`config.mk`:
```
export PLATFORM = sky130hd
export DESIGN_NAME = fetch_unit
export DESIGN_NICKNAME = d
export VERILOG_FILES = /design/src/rtl/fetch_unit.sv
export SDC_FILE = /design/constraint.sdc
export NUM_CORES = 1
export LEC_CHECK = 0
export BUFFER_PORTS_ARGS = -buffer_cell sky130_fd_sc_hd__buf_2
export CELL_PAD_IN_SITES_DETAIL_PLACEMENT = 1
export CELL_PAD_IN_SITES_GLOBAL_PLACEMENT = 1
export CORE_ASPECT_RATIO = 0.9
export CORE_MARGIN = 4
export CORE_UTILIZATION = 48
export DETAILED_ROUTE_END_ITERATION = 7
export GPL_TIMING_DRIVEN = 0
export PLACE_DENSITY = 0.92
export SLEW_MARGIN = 15
export SYNTH_ARGS = -nofsm -noshare
export SYNTH_HDL_FRONTEND = slang
export SYNTH_SLANG_ARGS = --single-unit
```
`constraint.sdc`:
```
create_clock -name clk -period 3.2 [get_ports clk]
set_input_delay 0.64 -clock clk [delete_from_list [all_inputs] [get_ports clk]]
set_output_delay 0.64 -clock clk [all_outputs]
set_load 0.01 [all_outputs]
```
`src/rtl/fetch_unit.sv`:
```
// Instruction fetch stage: streams 16-bit parcels into a small circular queue
// and assembles 16/32-bit instructions for decode behind a valid/ready handshake.
module fetch_unit #(
    parameter int          DEPTH    = 4,
    parameter logic [31:0] RESET_PC = 32'h0000_0000
) (
    input  logic        clk,
    input  logic        rst_n,
    output logic [30:0] rd0_addr,
    input  logic [15:0] rd0_data,
    input  logic        redirect_en,
    input  logic [30:0] redirect_addr,
    output logic        out_valid,
    input  logic        out_ready,
    output logic [31:0] out_inst,
    output logic        out_len32,
    output logic [30:0] out_pc
);

    localparam int AW = $clog2(DEPTH);

    logic [15:0]   q_data [DEPTH];
    logic [30:0]   q_pc   [DEPTH];
    logic [AW-1:0] head;
    logic [AW-1:0] tail;
    logic [AW-1:0] head_nx;
    logic [AW:0]   count;
    logic [30:0]   fetch_pc;
    logic          is32;
    logic          push;
    logic [1:0]    pop_n;

    assign rd0_addr = fetch_pc;
    assign head_nx  = head + AW'(1);

    // Length and validity come only from registered queue state.
    assign is32      = (q_data[head][15:14] == 2'b11);
    assign out_valid = is32 ? (count >= (AW+1)'(2))
                            : (count >= (AW+1)'(1));
    assign out_len32 = out_valid & is32;
    assign out_pc    = q_pc[head];

    always_comb begin
        out_inst = 32'h0;
        if (out_valid) begin
            if (is32) out_inst = {q_data[head], q_data[head_nx]};
            else      out_inst = {16'h0, q_data[head]};
        end
    end

    assign push = (count < (AW+1)'(DEPTH)) && !redirect_en;

    always_comb begin
        pop_n = 2'd0;
        if (out_valid && out_ready && !redirect_en)
            pop_n = is32 ? 2'd2 : 2'd1;
    end

    always_ff @(posedge clk or negedge rst_n) begin
        if (!rst_n) begin
            fetch_pc <= RESET_PC[31:1];
            head     <= '0;
            tail     <= '0;
            count    <= '0;
            for (int i = 0; i < DEPTH; i++) begin
                q_data[i] <= 16'h0;
                q_pc[i]   <= 31'h0;
            end
        end else if (redirect_en) begin
            fetch_pc <= redirect_addr;
            head     <= '0;
            tail     <= '0;
            count    <= '0;
        end else begin
            if (push) begin
                q_data[tail] <= rd0_data;
                q_pc[tail]   <= fetch_pc;
                tail         <= tail + AW'(1);
                fetch_pc     <= fetch_pc + 31'd1;
            end
            head  <= head + AW'(pop_n);
            count <= count + (AW+1)'(push) - (AW+1)'(pop_n);
        end
    end

endmodule

```
### Word-level counts from Yosys, hierarchy flattened

Cells that the tools add are included.

* $add $sub $neg: 6
* $lt $le $gt $ge: 7
* equal/unequal tests: 1
* muxes and demuxes: 26
* bitwise operators: 5
* reductions and logical operators: 7

Operator list (count)
* 31-bit 2-to-1 mux: 5
* 124-bit bitwise mux: 1
* 16-bit 2-to-1 mux: 5
* 16-bit binary-select mux with 2-bit select: 2
* 64-bit bitwise mux: 1
* 32-bit 2-to-1 mux: 2
* 31-bit binary-select mux with 2-bit select: 1
* 31-bit demux with 2-bit select: 1
* 16-bit demux with 2-bit select: 1
* 31-bit by 1-bit adder with 31-bit output (second input constant): 1
* 2-bit 2-to-1 mux: 5
* 3-bit greater-or-equal comparator (second input constant): 3
* 2-bit NOT with 3-bit output: 3
* 2-bit by 1-bit adder with 2-bit output (second input constant): 2
* 1-bit logical AND: 4
* 3-bit by 1-bit adder with 3-bit output: 1
* 3-bit by 1-bit greater-or-equal comparator with 1-bit output (second input constant): 1
* 3-bit by 2-bit greater-or-equal comparator with 1-bit output (second input constant): 1
* 3-bit by 1-bit less-than comparator with 1-bit output (second input constant): 1
* 3-bit less-than comparator (second input constant): 1
* 3-bit 2-to-1 mux: 1
* 3-bit by 2-bit subtractor with 3-bit output: 1
* 2-bit adder: 1
* 2-bit == test (second input constant): 1
* other kinds (6): 6

* register bits: 226
* input bits: 51
* output and inout bits: 96
* word-level logic and storage cells: 64

### Depth between registers and ports, before layout

Gate-level depths: netlist (run 1).

* depth after elaboration: 11
* mapped depth: 11
* mapped depth without buffers: 9

### Worst setup path after synthesis (run 1)

Ideal clock, no wire load.

* path type: register -> register
* start point: register head[0]
* end point: register count[2]
* arrival: 2.558 ns
* required time: 3.068 ns
* setup slack: 0.511 ns
* stages on the path, launching flop included: 12
* buffers on the path: 2
* path through: dfrtp_1 buf_4 mux4_2 nand2_1 nor2_1 clkbuf_1 nand3_1 ha_1 inv_1 fa_1 xnor2_1 nor2_1

* word-level cells in the longest chain between the ends: 11
* elaborated cells between the ends (all ways): 12
* classes of those cells: add/sub (1); eq/ne (1); mux (7); bitwise (1); reduce/logical (2)

RTL lines
* start: declaration: RTL line 24 `logic [AW-1:0] head;`
* start signal: assignment: RTL line 81 `head <= head + AW'(pop_n);`
* 2-bit NOT with 3-bit output (implied by the code) (*): RTL line 37 `assign is32 = (q_data[head][15:14] == 2'b11);`
* 16-bit binary-select mux with 2-bit select (*): RTL line 37
* 16-bit 2-to-1 mux (implied by the code) (*) (2 in series): RTL line 37
* 2-bit == test (*): RTL line 37
* 1-bit 2-to-1 mux: RTL line 38 `assign out_valid = is32 ? (count >= (AW+1)'(2))`
* 1-bit logical AND (2 in series): RTL line 55 `if (out_valid && out_ready && !redirect_en)`
* 2-bit 2-to-1 mux (*): RTL line 55
* 3-bit by 2-bit subtractor with 3-bit output (*): RTL line 82 `count <= count + (AW+1)'(push) - (AW+1)'(pop_n);`
* 3-bit 2-to-1 mux (*): RTL line 69 `end else if (redirect_en) begin`
* end signal: assignment: RTL line 82
* end: declaration: RTL line 27 `logic [AW:0] count;`

Every way passes the cells marked *; elsewhere a longest branch is shown, timed or not. The select of a mux whose other input is x is not followed.
A chain may end at the register's enable or synchronous reset.

### Final worst setup path (run 1)

* start point: register head[0]
* end point: output port out_inst[14]

* word-level cells in the longest chain between the ends: 7
* elaborated cells between the ends (all ways): 13
* classes of those cells: add/sub (1); eq/ne (1); mux (9); bitwise (2)

RTL lines
* 2-bit by 1-bit adder with 2-bit output or 2-bit NOT with 3-bit output (tied branches): RTL line 34, 37, 47
* 2-bit NOT with 3-bit output (implied by the code) or 16-bit binary-select mux with 2-bit select (tied branches): RTL line 46, 37, 47
* 16-bit binary-select mux with 2-bit select or 16-bit 2-to-1 mux (tied branches): RTL line 46, 37, 47
* 16-bit 2-to-1 mux (on tied branches): RTL line 46, 37, 47
* 16-bit 2-to-1 mux (implied by the code) or 2-bit == test (tied branches): RTL line 46, 37
* 32-bit 2-to-1 mux or 1-bit 2-to-1 mux (tied branches): RTL line 46, 38
* 32-bit 2-to-1 mux (*): RTL line 45 `if (out_valid) begin`
* end: declaration: RTL line 15 `output logic [31:0] out_inst,`

Marks and branches as above.

==> metrics.md, run 1 <==
| Metric | Value |
|---|---|
| Status | `finished clean` |
| Post-route minimum period | `3160 ps` |
| Yosys reg bits | `226` |
| R2R depth | `11` |
| Largest net degree at the start of global routing | `102` |
| Clk root buf | `clkbuf_16` |
| WL/cell | `26.4 um` |
| Cell Pwr Density | `1100 nW/um^2` |
| Worst EP arrival | `2520 ps` |
| Drt first pass iters | `5` |
| Syn_nets | `895` |
| Final Max Tran Viols | `0` |
| Critical path type | `reg2out` |
| CP required | `2560 ps` |
| Vias in the first global route | `9352` |
| Post-layout nets | `1076` |
| Synth cell types | `51` |
| Area Overhead vs Synth | `19.8%` |
| Power after layout | `14.8 mW` |
| Max_cap viols | `0` |
| Post-Place Cells | `1281` |
| Core area | `22800 sq um` |
| FILL cells | `2282` |
| Htree depth | `1` |
| Dpl hpwl | `22.7 mm` |
| Avg Inst Size Synth | `13.4 sq um` |
| First-pass GRT wire length | `55.4 mm` |
| Clock Power Share | `21.4%` |
| Flop-to-flop setup slack | `280 ps` |
| Ys async rst share | `100%` |
| Setup Slack @ Placement | `-202 ps` |
| Final Cycle Share | `98.8%` |
| Initial Util | `49.3%` |
| Sw Ratio | `36.0%` |
| Detailed Route WL | `35.2 mm` |
| Register area share after synthesis | `50.4%` |
| Antenna-violating nets left | `0` |
| Cell area after synthesis | `11200 sq um` |
| Die ar. | `25900 sq um` |
| Launch point of the worst reg-to-reg path | `head[0]` |
| Overflow after GRT | `0` |
| Die H | `153 um` |
| Drt via density | `6.15` |
| Final Worst Setup Slack | `37.3 ps` |
| Reg power frac | `34.7%` |
| Fin area | `13400 sq um` |
| Int Pwr | `9.46 mW` |
| Iteration-0 DRC Markers | `662` |
| Max Freq | `0.316 GHz` |
| Post-Layout Cell Count | `1330` |
| Post-route setup TNS | `0 ps` |
| CP Max Fanout | `10` |
| Sw Pwr | `5.32 mW` |
| Top_reg_cell synth | `dfrtp_1` |
| Synth top area share | `50.4%` |
| Max Root-Sink Buffers | `3` |
| Die Wd | `169 um` |
| Placer's final routability congestion estimate | `0.797` |
| Critical path startpoint category | `flop` |
| Worst Max-Slew Pin Slew | `820 ps` |
| Total leakage power | `5.76 nW` |
| YS warnings | `0` |
| Global Route Usage Sum | `27.0%` |
| Worst clock skew | `14.3 ps` |
| Synth area leaders | `dfrtp_1 50%, mux2_2 19%, mux4_2 13%, nand2_1 1.9%, buf_2 1.2%` |
| Initial antenna violation count | `2` |
| Post-DP Area | `12400 sq um` |
| CTS tree | `yes` |
| Crit path from | `head[0]` |
| Antenna diode count | `0` |
| DRC | `0` |
| Clk slew on worst S/H paths | `60 ps` |
| Worst-Skew Late Latency | `520 ps` |
| Cell accounting for the most synthesized area | `dfrtp_1` |
| Relative slew margins | `45.3%` |
| Crit end category | `output port` |
| Gate count after technology mapping | `836` |
| Proportion of layout cells with a drive suffix above 1 | `48.9%` |
| # setup viols final | `0` |
| Most frequent cell after synthesis | `dfrtp_1` |
| Port bufs | `146` |
| Cell row count | `52` |
| Final Hold Viols | `0` |
| Post-synth top cells | `226 x dfrtp_1, 189 x mux2_2, 63 x mux4_2, 56 x nand2_1, 30 x nor2_1` |
| EDFF count, synth | `0` |
| Routed vias | `8175` |
| Boundary Pins | `147` |
| Gate power share | `43.9%` |
| CTS Buf Count | `25` |
| Maximum vdd drop | `0.495 mV` |
| Worst hold path type | `in2async` |
| Sinks on the clock net | `226` |
| Worst r2r dst | `count[2]` |
-- state kept, by name, indices dropped and copies added (netlist names) --
signal,count
q_data,64
count,3
rd0_addr,31
q_pc,124
tail,2
head,2
-- power groups by stage --
stage / clock network (mW) / registers (mW) / logic (mW)
floorplan: 0 / 4.70 / 4.20
global placement: 0 / 4.88 / 5.69
detailed placement: 0 / 5.07 / 5.99
CTS: 3.18 / 5.08 / 6.31
global route: 3.32 / 5.25 / 6.95
finish: 3.16 / 5.13 / 6.48
-- stage by stage --
stage / util (%) / hold slack (ps)
after floorplan: - / 344
after global placement: 54.1 / 483
after detailed placement: 54.4 / 491
after CTS: 58.8 / 11.8
after global routing: 59.1 / 22.4
final: 59.1 / 8.19
-- worst max-delay path: stages (launching register included) --
cell and delay [ps]:
dfrtp_1 390, buf_8 130, mux4_2 570, nand2_4 120, buf_8 150, a21boi_4 100, clkbuf_16 190, nor2_1 170
buf_2 170
-- routing by layer --
metal / track usage [%] / vias up / wire (um)
li1: - / 3437 / -
met1: 35.7 / 4379 / 14600
met2: 45.6 / 271 / 17700
met3: 5.11 / 84 / 1780
met4: 8.16 / 4 / 1050
met5: 0 / - / 26
-- worst max-delay path by stage --
stage / slack, ps / to / depth (start not counted)
global route: -20 / out_inst[14] / 8
CTS: 10 / out_inst[15] / 8
global placement: -2370 / q_data[27] / 1
floorplan: 510 / count[2] / 11
detailed placement: -200 / count[2] / 11
finish: 40 / out_inst[14] / 8
-- cells by family (layout without fill, tap and decap cells) --
logic type | count (synthesis) | in the layout | share of synthesized area, %
xor gates and xnor gates | 16 | 16 | 1.25
AOI/OAI and AO/OA | 70 | 70 | 3.84
muxes | 255 | 255 | 31.9
and+or+nand+nor | 182 | 182 | 8.55
DFF | 226 | 226 | 50.4
buffers and inverters | 79 | 276 | 3.12
adders and majority gates | 8 | 8 | 0.959
-- cell type report --
| class | count | area (sq um) | share of cell area (%) |
|---|---|---|---|
| Clock inverter | 10 | 175 | 1.30 |
| Sequential cell | 226 | 5660 | 42.1 |
| Multi-Input combinational cell | 531 | 5250 | 39.0 |
| Inverter | 10 | 37.5 | 0.279 |
| Tap cell | 297 | 372 | 2.76 |
| Timing Repair Buffer | 155 | 866 | 6.44 |
| Clock buffer | 33 | 716 | 5.32 |
| Buffer | 68 | 375 | 2.79 |
-- cell usage in the layout, fill, tap and decap left out, types with 11 or more instances in the layout --
master,netlist,layout
nor2_1,30,28
mux2_2,189,189
buf_2,28,169
and2_1,19,18
nand2_1,56,55
buf_4,4,13
clkbuf_1,28,24
mux4_2,63,63
or4_1,11,11
a31oi_1,11,11
o21ai_0,21,21
clkbuf_16,0,26
nand3_1,15,15
a21oi_1,16,12
o31ai_1,11,11
dfrtp_1,226,226
-- repair_timing --
action,CTS,global route
setup endpoints to repair,60,17
pin swaps,0,1
hold buffers,0,0
cloned,0,1
buffers inserted,5,1
resized for setup,27,12
Power figures use the tool's default switching activity.
==> run 2, diff against run 1 <==
--- a/config.mk
+++ b/config.mk
@@ -5,15 +5,16 @@
 export SDC_FILE = /design/constraint.sdc
 export NUM_CORES = 1
 export LEC_CHECK = 0
+export ABC_AREA = 1
 export BUFFER_PORTS_ARGS = -buffer_cell sky130_fd_sc_hd__buf_2
 export CELL_PAD_IN_SITES_DETAIL_PLACEMENT = 1
 export CELL_PAD_IN_SITES_GLOBAL_PLACEMENT = 1
 export CORE_ASPECT_RATIO = 0.9
 export CORE_MARGIN = 4
-export CORE_UTILIZATION = 48
+export CORE_UTILIZATION = 43
 export DETAILED_ROUTE_END_ITERATION = 7
 export GPL_TIMING_DRIVEN = 0
-export PLACE_DENSITY = 0.92
+export PLACE_DENSITY = 0.91
 export SLEW_MARGIN = 15
 export SYNTH_ARGS = -nofsm -noshare
 export SYNTH_HDL_FRONTEND = slang
==> run 2 against run 1 <==
- utilization decreased by 7.5 points
- sequential share of layout area grew 0.15 points
- sequential power down 3%
- clock power fell by 8.5%
- final area is 0.34% lower
- combinational power decreased by 20%
- register-to-register slack improved by 250 ps
- critical path type unchanged
- die area rose by 12%
- synthesized cell count rose by 75%
==> metrics.md, run 2 <==
| Metric | Value |
|---|---|
| Antenna-violating nets left | `0 (unchanged)` |
| Worst path max stage delay | `490 ps (was 570 ps)` |
| Die ar. | `29000 sq um (was 25900 sq um)` |
| CP cell instances | `buf_4, nand2_1, buf_1, o221ai_1, a21oi_1, buf_2 (was buf_8, mux4_2, nand2_4, buf_8, a21boi_4, clkbuf_16, nor2_1, buf_2)` |
| Clk root buf | `clkbuf_16 (unchanged)` |
| Worst Max-Slew Pin Slew | `676 ps (was 820 ps)` |
| Total leakage power | `6.55 nW (was 5.76 nW)` |
| Largest net degree at the start of global routing | `106 (was 102)` |
| Post-route minimum period | `3140 ps (was 3160 ps)` |
| YS warnings | `0 (unchanged)` |
| Synth top area share | `49.9% (was 50.4%)` |
| Crit path to | `out_inst[15] (was out_inst[14])` |
| Setup Slack @ Placement | `362 ps (was -202 ps)` |
| Number of flip-flops in the largest register | `124 (unchanged)` |
| Max Root-Sink Buffers | `3 (unchanged)` |
| Worst hold path type | `in2reg (was in2async)` |
| Core area | `26000 sq um (was 22800 sq um)` |
| Sinks on the clock net | `226 (unchanged)` |
| Die H | `162 um (was 153 um)` |
| # setup viols final | `0 (unchanged)` |
| Cell Pwr Density | `974 nW/um^2 (was 1100 nW/um^2)` |
| CP bufs+invs | `3 (was 4)` |
| WL/cell | `21.5 um (was 26.4 um)` |
| Initial antenna violation count | `0 (was 2)` |
| First-pass GRT wire length | `68.7 mm (was 55.4 mm)` |
| Worst r2r dst | `count[2] (unchanged)` |
| CTS tree | `yes (unchanged)` |
| Drt via density | `5.80 (was 6.15)` |
| CP required | `2560 ps (about the same)` |
| Final Hold Viols | `0 (unchanged)` |
| RSZ-0062 raised after global routing | `yes` |
| Top_reg_cell synth | `dfrtp_1 (unchanged)` |
| Most frequent cells in the layout | `400 x nand2_1, 278 x o21ai_0, 226 x dfrtp_1, 165 x buf_2, 147 x nor2_1 (was 226 x dfrtp_1, 189 x mux2_2, 169 x buf_2, 63 x mux4_2, 55 x nand2_1)` |
| Gate count after technology mapping | `1459 (was 836)` |
| Initial Util | `43.6% (was 49.3%)` |
| Post-Synth XOR/XNOR Area | `2.01% (was 1.25%)` |
| Synth Area in Compound Gates | `18.0% (was 3.84%)` |
| Avg Inst Size Synth | `7.77 sq um (was 13.4 sq um)` |
| Cell row count | `56 (was 52)` |
| Post-synth top cells | `400 x nand2_1, 278 x o21ai_0, 226 x dfrtp_1, 147 x nor2_1, 98 x inv_1 (was 226 x dfrtp_1, 189 x mux2_2, 63 x mux4_2, 56 x nand2_1, 30 x nor2_1)` |
| Worst clock skew | `11.1 ps (was 14.3 ps)` |
| Worst EP arrival | `2500 ps (was 2520 ps)` |
| Iteration-0 DRC Markers | `1187 (was 662)` |
| R2R depth | `14 (was 11)` |
| Worst-Skew Late Latency | `540 ps (was 520 ps)` |
| Maximum vdd drop | `0.450 mV (was 0.495 mV)` |
| Launch point of the worst reg-to-reg path | `head[0] (unchanged)` |
| Port bufs | `145 (was 146)` |
| Synth area leaders | `dfrtp_1 50%, nand2_1 13%, o21ai_0 12%, nor2_1 4.9%, inv_1 3.2% (was dfrtp_1 50%, mux2_2 19%, mux4_2 13%, nand2_1 1.9%, buf_2 1.2%)` |
| Cell area after synthesis | `11300 sq um (was 11200 sq um)` |
| Overflow after GRT | `0 (unchanged)` |
| Syn_nets | `1518 (was 895)` |
| CP Max Fanout | `10 (unchanged)` |
| Drt first pass iters | `5 (unchanged)` |
| Flop-to-flop setup slack | `530 ps (was 280 ps)` |
| Max Freq | `0.318 GHz (was 0.316 GHz)` |
| Max_cap viols | `0 (unchanged)` |
| Final Max Tran Viols | `0 (unchanged)` |
| CP max-delay cell | `buf_1 (was mux4_2)` |
| Synth cell types | `31 (was 51)` |
| Proportion of layout cells with a drive suffix above 1 | `14.5% (was 48.9%)` |
| Crit path from | `head[0] (unchanged)` |
| Antenna diode count | `0 (unchanged)` |
| Register area share after synthesis | `49.9% (was 50.4%)` |
| Detailed Route WL | `43.0 mm (was 35.2 mm)` |
| Placer's final routability congestion estimate | `0.894 (was 0.797)` |
| FILL cells | `3266 (was 2282)` |
| Post-layout nets | `1694 (was 1076)` |
| Main combinational cell family by area after synthesis | `simple AND/OR/NAND/NOR gates (was multiplexers)` |
| CTS Buf Count | `26 (was 25)` |
| Area Overhead vs Synth | `18.2% (was 19.8%)` |
| Setup Buffers After CTS | `0 (was 5)` |
| Htree depth | `1 (unchanged)` |
| Routed vias | `11579 (was 8175)` |
| Adder-Cell Fraction of Synth Area | `0.949% (was 0.959%)` |
| Relative slew margins | `55.0% (was 45.3%)` |
| Final Worst Setup Slack | `60.0 ps (was 37.3 ps)` |
| Most frequent cell after synthesis | `nand2_1 (was dfrtp_1)` |
| Hold slack | `325 ps (was 8.19 ps)` |
| Post-Synth Simple-Gate Area | `22.1% (was 8.55%)` |
| Dpl hpwl | `29.4 mm (was 22.7 mm)` |
| Crit path depth | `6 (was 8)` |
| Global Route Usage Sum | `29.8% (was 27.0%)` |
| Die Wd | `179 um (was 169 um)` |
| Post-synthesis mux area share | `0% (was 31.9%)` |
| Final Cycle Share | `98.1% (was 98.8%)` |
| DRC | `0 (unchanged)` |
| Yosys reg bits | `226 (unchanged)` |
| Post-route setup TNS | `0 ps (unchanged)` |
| EDFF count, synth | `0 (unchanged)` |
| Status | `finished clean (unchanged)` |
| Cell family with the largest share of critical-path delay | `buffers and inverters (unchanged)` |
| Critical path type | `reg2out (unchanged)` |
| Commonest non-fill, non-tap cell in the layout | `nand2_1 (was dfrtp_1)` |
| Critical path startpoint category | `flop (unchanged)` |
| Vias in the first global route | `12393 (was 9352)` |
| Cell accounting for the most synthesized area | `dfrtp_1 (unchanged)` |
| Most flops, register | `q_pc (unchanged)` |
| Boundary Pins | `147 (unchanged)` |
| Ys async rst share | `100% (unchanged)` |
| Crit end category | `output port (unchanged)` |
| Power after layout | `13.0 mW (was 14.8 mW)` |
| Clk slew on worst S/H paths | `60 ps (about the same)` |
## run 2: cell types whose count changed after synthesis, moves of 21 or more
cell,change
nand2_1,+344
o21ai_0,+257
mux2_2,-189
nor2_1,+117
inv_1,+89
mux4_2,-63
o22ai_1,+47
nand3_1,+34
clkbuf_1,+24
o221ai_1,+21
## run 2: repair_timing
| item | CTS | global route |
|---|---|---|
| pin swaps | 0 | 0 |
| cloned | 0 | 0 |
| resized for setup | 9 | 17 |
| hold buffers | 1 | 0 |
| endpoints found under the setup margin | 28 | 44 |
| endpoints found under the hold margin | 26 | 0 |
## run 2: cell type report
class | instances | area (sq um) | area share [%]
Tap cell | 348 | 435 | 3.25
Inverter | 104 | 390 | 2.91
Multi-Input combinational cell | 1035 | 4880 | 36.4
Sequential cell | 226 | 5660 | 42.2
Clock inverter | 3 | 40.0 | 0.299
Timing Repair Buffer | 148 | 801 | 5.98
Buffer | 94 | 433 | 3.23
Clock buffer | 40 | 764 | 5.70
## run 2: kinds of logic after synthesis
logic type | count (synthesis)
DFF | 226
adders and majority gates | 8
AOI/OAI and AO/OA | 376
xor gates and xnor gates | 26
and+or+nand+nor | 625
buffers and inverters | 198
## run 2: worst min path at each step
stage,start,to,slack [ps],cells past startpoint
after CTS,redirect_addr[7],rd0_addr[7],320,3
final,redirect_addr[6],rd0_addr[6],330,3
after global routing,redirect_addr[7],rd0_addr[7],330,3
after global placement,q_pc[34],q_pc[34],460,2
after detailed placement,q_pc[33],q_pc[33],470,2
after floorplan,rst_n,count[0],340,0
## run 2: stage by stage
step | std cells | utilization, % | cell area [sq um]
5_1_grt | 1998 | 51.6 | 13400
6_report | 1998 | 51.6 | 13400
3_5_place_dp | 1954 | 48.3 | 12600
2_1_floorplan | 1459 | - | 11300
3_3_place_gp | 1952 | 48.1 | 12500
4_1_cts | 1998 | 51.5 | 13400
## run 2: power breakdown
group	leakage, nW	switching, mW	internal [mW]
Clock	0.394	1.19	1.70
Combinational	3.30	3.46	1.74
Sequential	2.85	0.915	4.04
## run 2: routing by layer
layer,vias to the layer above,GRT usage (%),share of wire (%)
met2,488,48.8,48
met5,-,0,0
li1,5142,-,-
met3,127,4.89,6.7
met1,5822,40.4,42
met4,0,10.4,3.5
## run 2: tightest hold or removal path: cells and delay by family
family,cells,cell delay [ps]
buffers and inverters,1,80
AO/OA/AOI/OAI,1,60
AND/OR/NAND/NOR,1,50
==> run 3, diff against run 2 <==
--- a/config.mk
+++ b/config.mk
@@ -13,7 +13,6 @@
 export CORE_MARGIN = 4
 export CORE_UTILIZATION = 43
 export DETAILED_ROUTE_END_ITERATION = 7
-export GPL_TIMING_DRIVEN = 0
 export PLACE_DENSITY = 0.91
 export SLEW_MARGIN = 15
 export SYNTH_ARGS = -nofsm -noshare
==> run 3 against run 2 <==
- first-iteration DRC count is 33% lower
- routed wire length decreased by 11%
- worst setup slack better by 63 ps
- clock skew shrank 1.5 ps
- critical endpoint unchanged
- largest power group unchanged
==> metrics.md, run 3 (synthesis results as in run 2) <==
| Metric | Value |
|---|---|
| Status | `finished clean (unchanged)` |
| Final Hold Viols | `0 (unchanged)` |
| Gate power share | `38.9% (was 39.9%)` |
| CP required | `2560 ps (about the same)` |
| Critical path type | `reg2out (unchanged)` |
| # setup viols final | `0 (unchanged)` |
| Detailed Route WL | `38.3 mm (was 43.0 mm)` |
| First-pass GRT wire length | `62.4 mm (was 68.7 mm)` |
| Drt first pass iters | `5 (unchanged)` |
| Total leakage power | `6.50 nW (was 6.55 nW)` |
| Global Route Usage Sum | `26.5% (was 29.8%)` |
| Worst hold path type | `in2async (was in2reg)` |
| Post-route setup TNS | `0 ps (unchanged)` |
| Post-layout nets | `1634 (was 1694)` |
| Crit path from | `head[0] (unchanged)` |
| Flop-to-flop setup slack | `520 ps (was 530 ps)` |
| Initial Util | `43.6% (unchanged)` |
| Final Cycle Share | `96.1% (was 98.1%)` |
| Port bufs | `146 (was 145)` |
| Core area | `26000 sq um (unchanged)` |
| Clk root buf | `clkbuf_16 (unchanged)` |
| Worst-Skew Late Latency | `530 ps (was 540 ps)` |
| Boundary Pins | `147 (unchanged)` |
| Post-route minimum period | `3080 ps (was 3140 ps)` |
| Routed vias | `10997 (was 11579)` |
| Worst clock skew | `9.63 ps (was 11.1 ps)` |
| Reg power frac | `38.6% (was 38.0%)` |
| Area Overhead vs Synth | `17.2% (was 18.2%)` |
| Maximum vdd drop | `0.423 mV (was 0.450 mV)` |
| DRC | `0 (unchanged)` |
| Die H | `162 um (unchanged)` |
| Sw Pwr | `5.31 mW (was 5.56 mW)` |
| Iteration-0 DRC Markers | `796 (was 1187)` |
| Post-DP Area | `12400 sq um (was 12600 sq um)` |
| Launch point of the worst reg-to-reg path | `head[1] (was head[0])` |
| Initial antenna violation count | `0 (unchanged)` |
| Placer's final routability congestion estimate | `0.897 (was 0.894)` |
| Fin area | `13300 sq um (was 13400 sq um)` |
| Most frequent cells in the layout | `396 x nand2_1, 278 x o21ai_0, 224 x dfrtp_1, 147 x nor2_1, 145 x buf_2 (was 400 x nand2_1, 278 x o21ai_0, 226 x dfrtp_1, 165 x buf_2, 147 x nor2_1)` |
| Worst EP arrival | `2440 ps (was 2500 ps)` |
| CTS Buf Count | `25 (was 26)` |
| Worst Max-Slew Pin Slew | `979 ps (was 676 ps)` |
| Power after layout | `12.8 mW (was 13.0 mW)` |
| Cts hold-fix bufs | `0 (was 1)` |
| Cell row count | `56 (unchanged)` |
| RSZ-0062 raised after global routing | `no (was yes)` |
| Sw Ratio | `41.5% (was 42.6%)` |
| Clk slew on worst S/H paths | `60 ps (about the same)` |
| Drt via density | `5.67 (was 5.80)` |
| Dpl hpwl | `25.1 mm (was 29.4 mm)` |
| Max Freq | `0.325 GHz (was 0.318 GHz)` |
| Cell Pwr Density | `964 nW/um^2 (was 974 nW/um^2)` |
| WL/cell | `19.8 um (was 21.5 um)` |
| Die ar. | `29000 sq um (unchanged)` |
| Final design utilization | `51.1% (was 51.6%)` |
| Proportion of layout cells with a drive suffix above 1 | `15.1% (was 14.5%)` |
| Antenna-violating nets left | `0 (unchanged)` |
| Max Root-Sink Buffers | `3 (unchanged)` |
| Largest net degree at the start of global routing | `79 (was 106)` |
| Most flops, register | `q_pc (unchanged)` |
| Final Max Tran Viols | `0 (unchanged)` |
| Vias in the first global route | `11656 (was 12393)` |
| CP Max Fanout | `19 (was 10)` |
| Htree depth | `1 (unchanged)` |
| Max_cap viols | `0 (unchanged)` |
| Relative slew margins | `34.6% (was 55.0%)` |
| Number of flip-flops in the largest register | `124 (unchanged)` |
| Commonest non-fill, non-tap cell in the layout | `nand2_1 (unchanged)` |
| Int Pwr | `7.50 mW (was 7.49 mW)` |
| Clock Power Share | `22.5% (was 22.2%)` |
| Crit path to | `out_inst[15] (unchanged)` |
| Critical path startpoint category | `flop (unchanged)` |
| Overflow after GRT | `0 (unchanged)` |
| Worst r2r dst | `count[2] (unchanged)` |
| Die Wd | `179 um (unchanged)` |
| Crit end category | `output port (unchanged)` |
| CTS tree | `yes (unchanged)` |
| R2R depth | `13 (was 14)` |
| Sinks on the clock net | `226 (unchanged)` |
run 3: repair_timing:
item,in CTS,in global routing
gates resized for setup,2,2
setup endpoints to repair,15,29
pin swaps,0,1
buffers inserted,3,4
run 3: power by group through the flow:
stage                     sequential, mW  clock (mW)  combinational [mW]
after floorplan                     4.69           0                3.16
after detailed placement            4.94           0                4.84
after global placement              4.85           0                4.57
final                               4.94        2.88                4.98
after global routing                5.07        3.05                5.60
after CTS                           4.92        2.91                4.97
run 3: worst min path at each step:
stage,cells after the start,startpoint,to,slack (ps)
2_1_floorplan,0,rst_n,count[0],340
3_3_place_gp,2,q_pc[52],q_pc[52],460
3_5_place_dp,2,q_pc[38],q_pc[38],470
4_1_cts,1,rst_n,q_data[6],110
5_1_grt,1,rst_n,q_data[40],110
6_report,1,rst_n,q_data[40],70
run 3: metrics by stage:
stage	hold slack, ps	std cells	setup slack, ps
CTS	114	1935	0.978
floorplan	344	1459	901
global route	112	1939	10.0
finish	70.6	1940	123
global placement	461	1889	680
detailed placement	468	1889	477
run 3: routing by layer:
layer	GRT usage [%]	vias to the layer above	part of all wire [%]
met1	35.4	5553	43
li1	-	5018	-
met3	3.10	85	5.2
met5	0	-	0
met2	45.4	341	49
met4	8.45	0	2.8
run 3: worst max-delay path: stages (launching register included):
cell and delay, ps:
dfrtp_4 530, inv_2 150, nand2_1 70, nand3_1 160
nand2_4 110, nand2_8 170, nand2_4 70, nand2_4 100
nand2_1 120, a21oi_1 240, buf_2 180
run 3: layout make-up:
type                            count  area [sq um]
Clock inverter                      6          80.1
Multi-Input combinational cell   1035          4900
Tap cell                          348           435
Clock buffer                       37           731
Sequential cell                   226          5660
Antenna cell                        1          2.50
Timing Repair Buffer              183          1090
Inverter                          104           394
Fill cell                        3217         12700
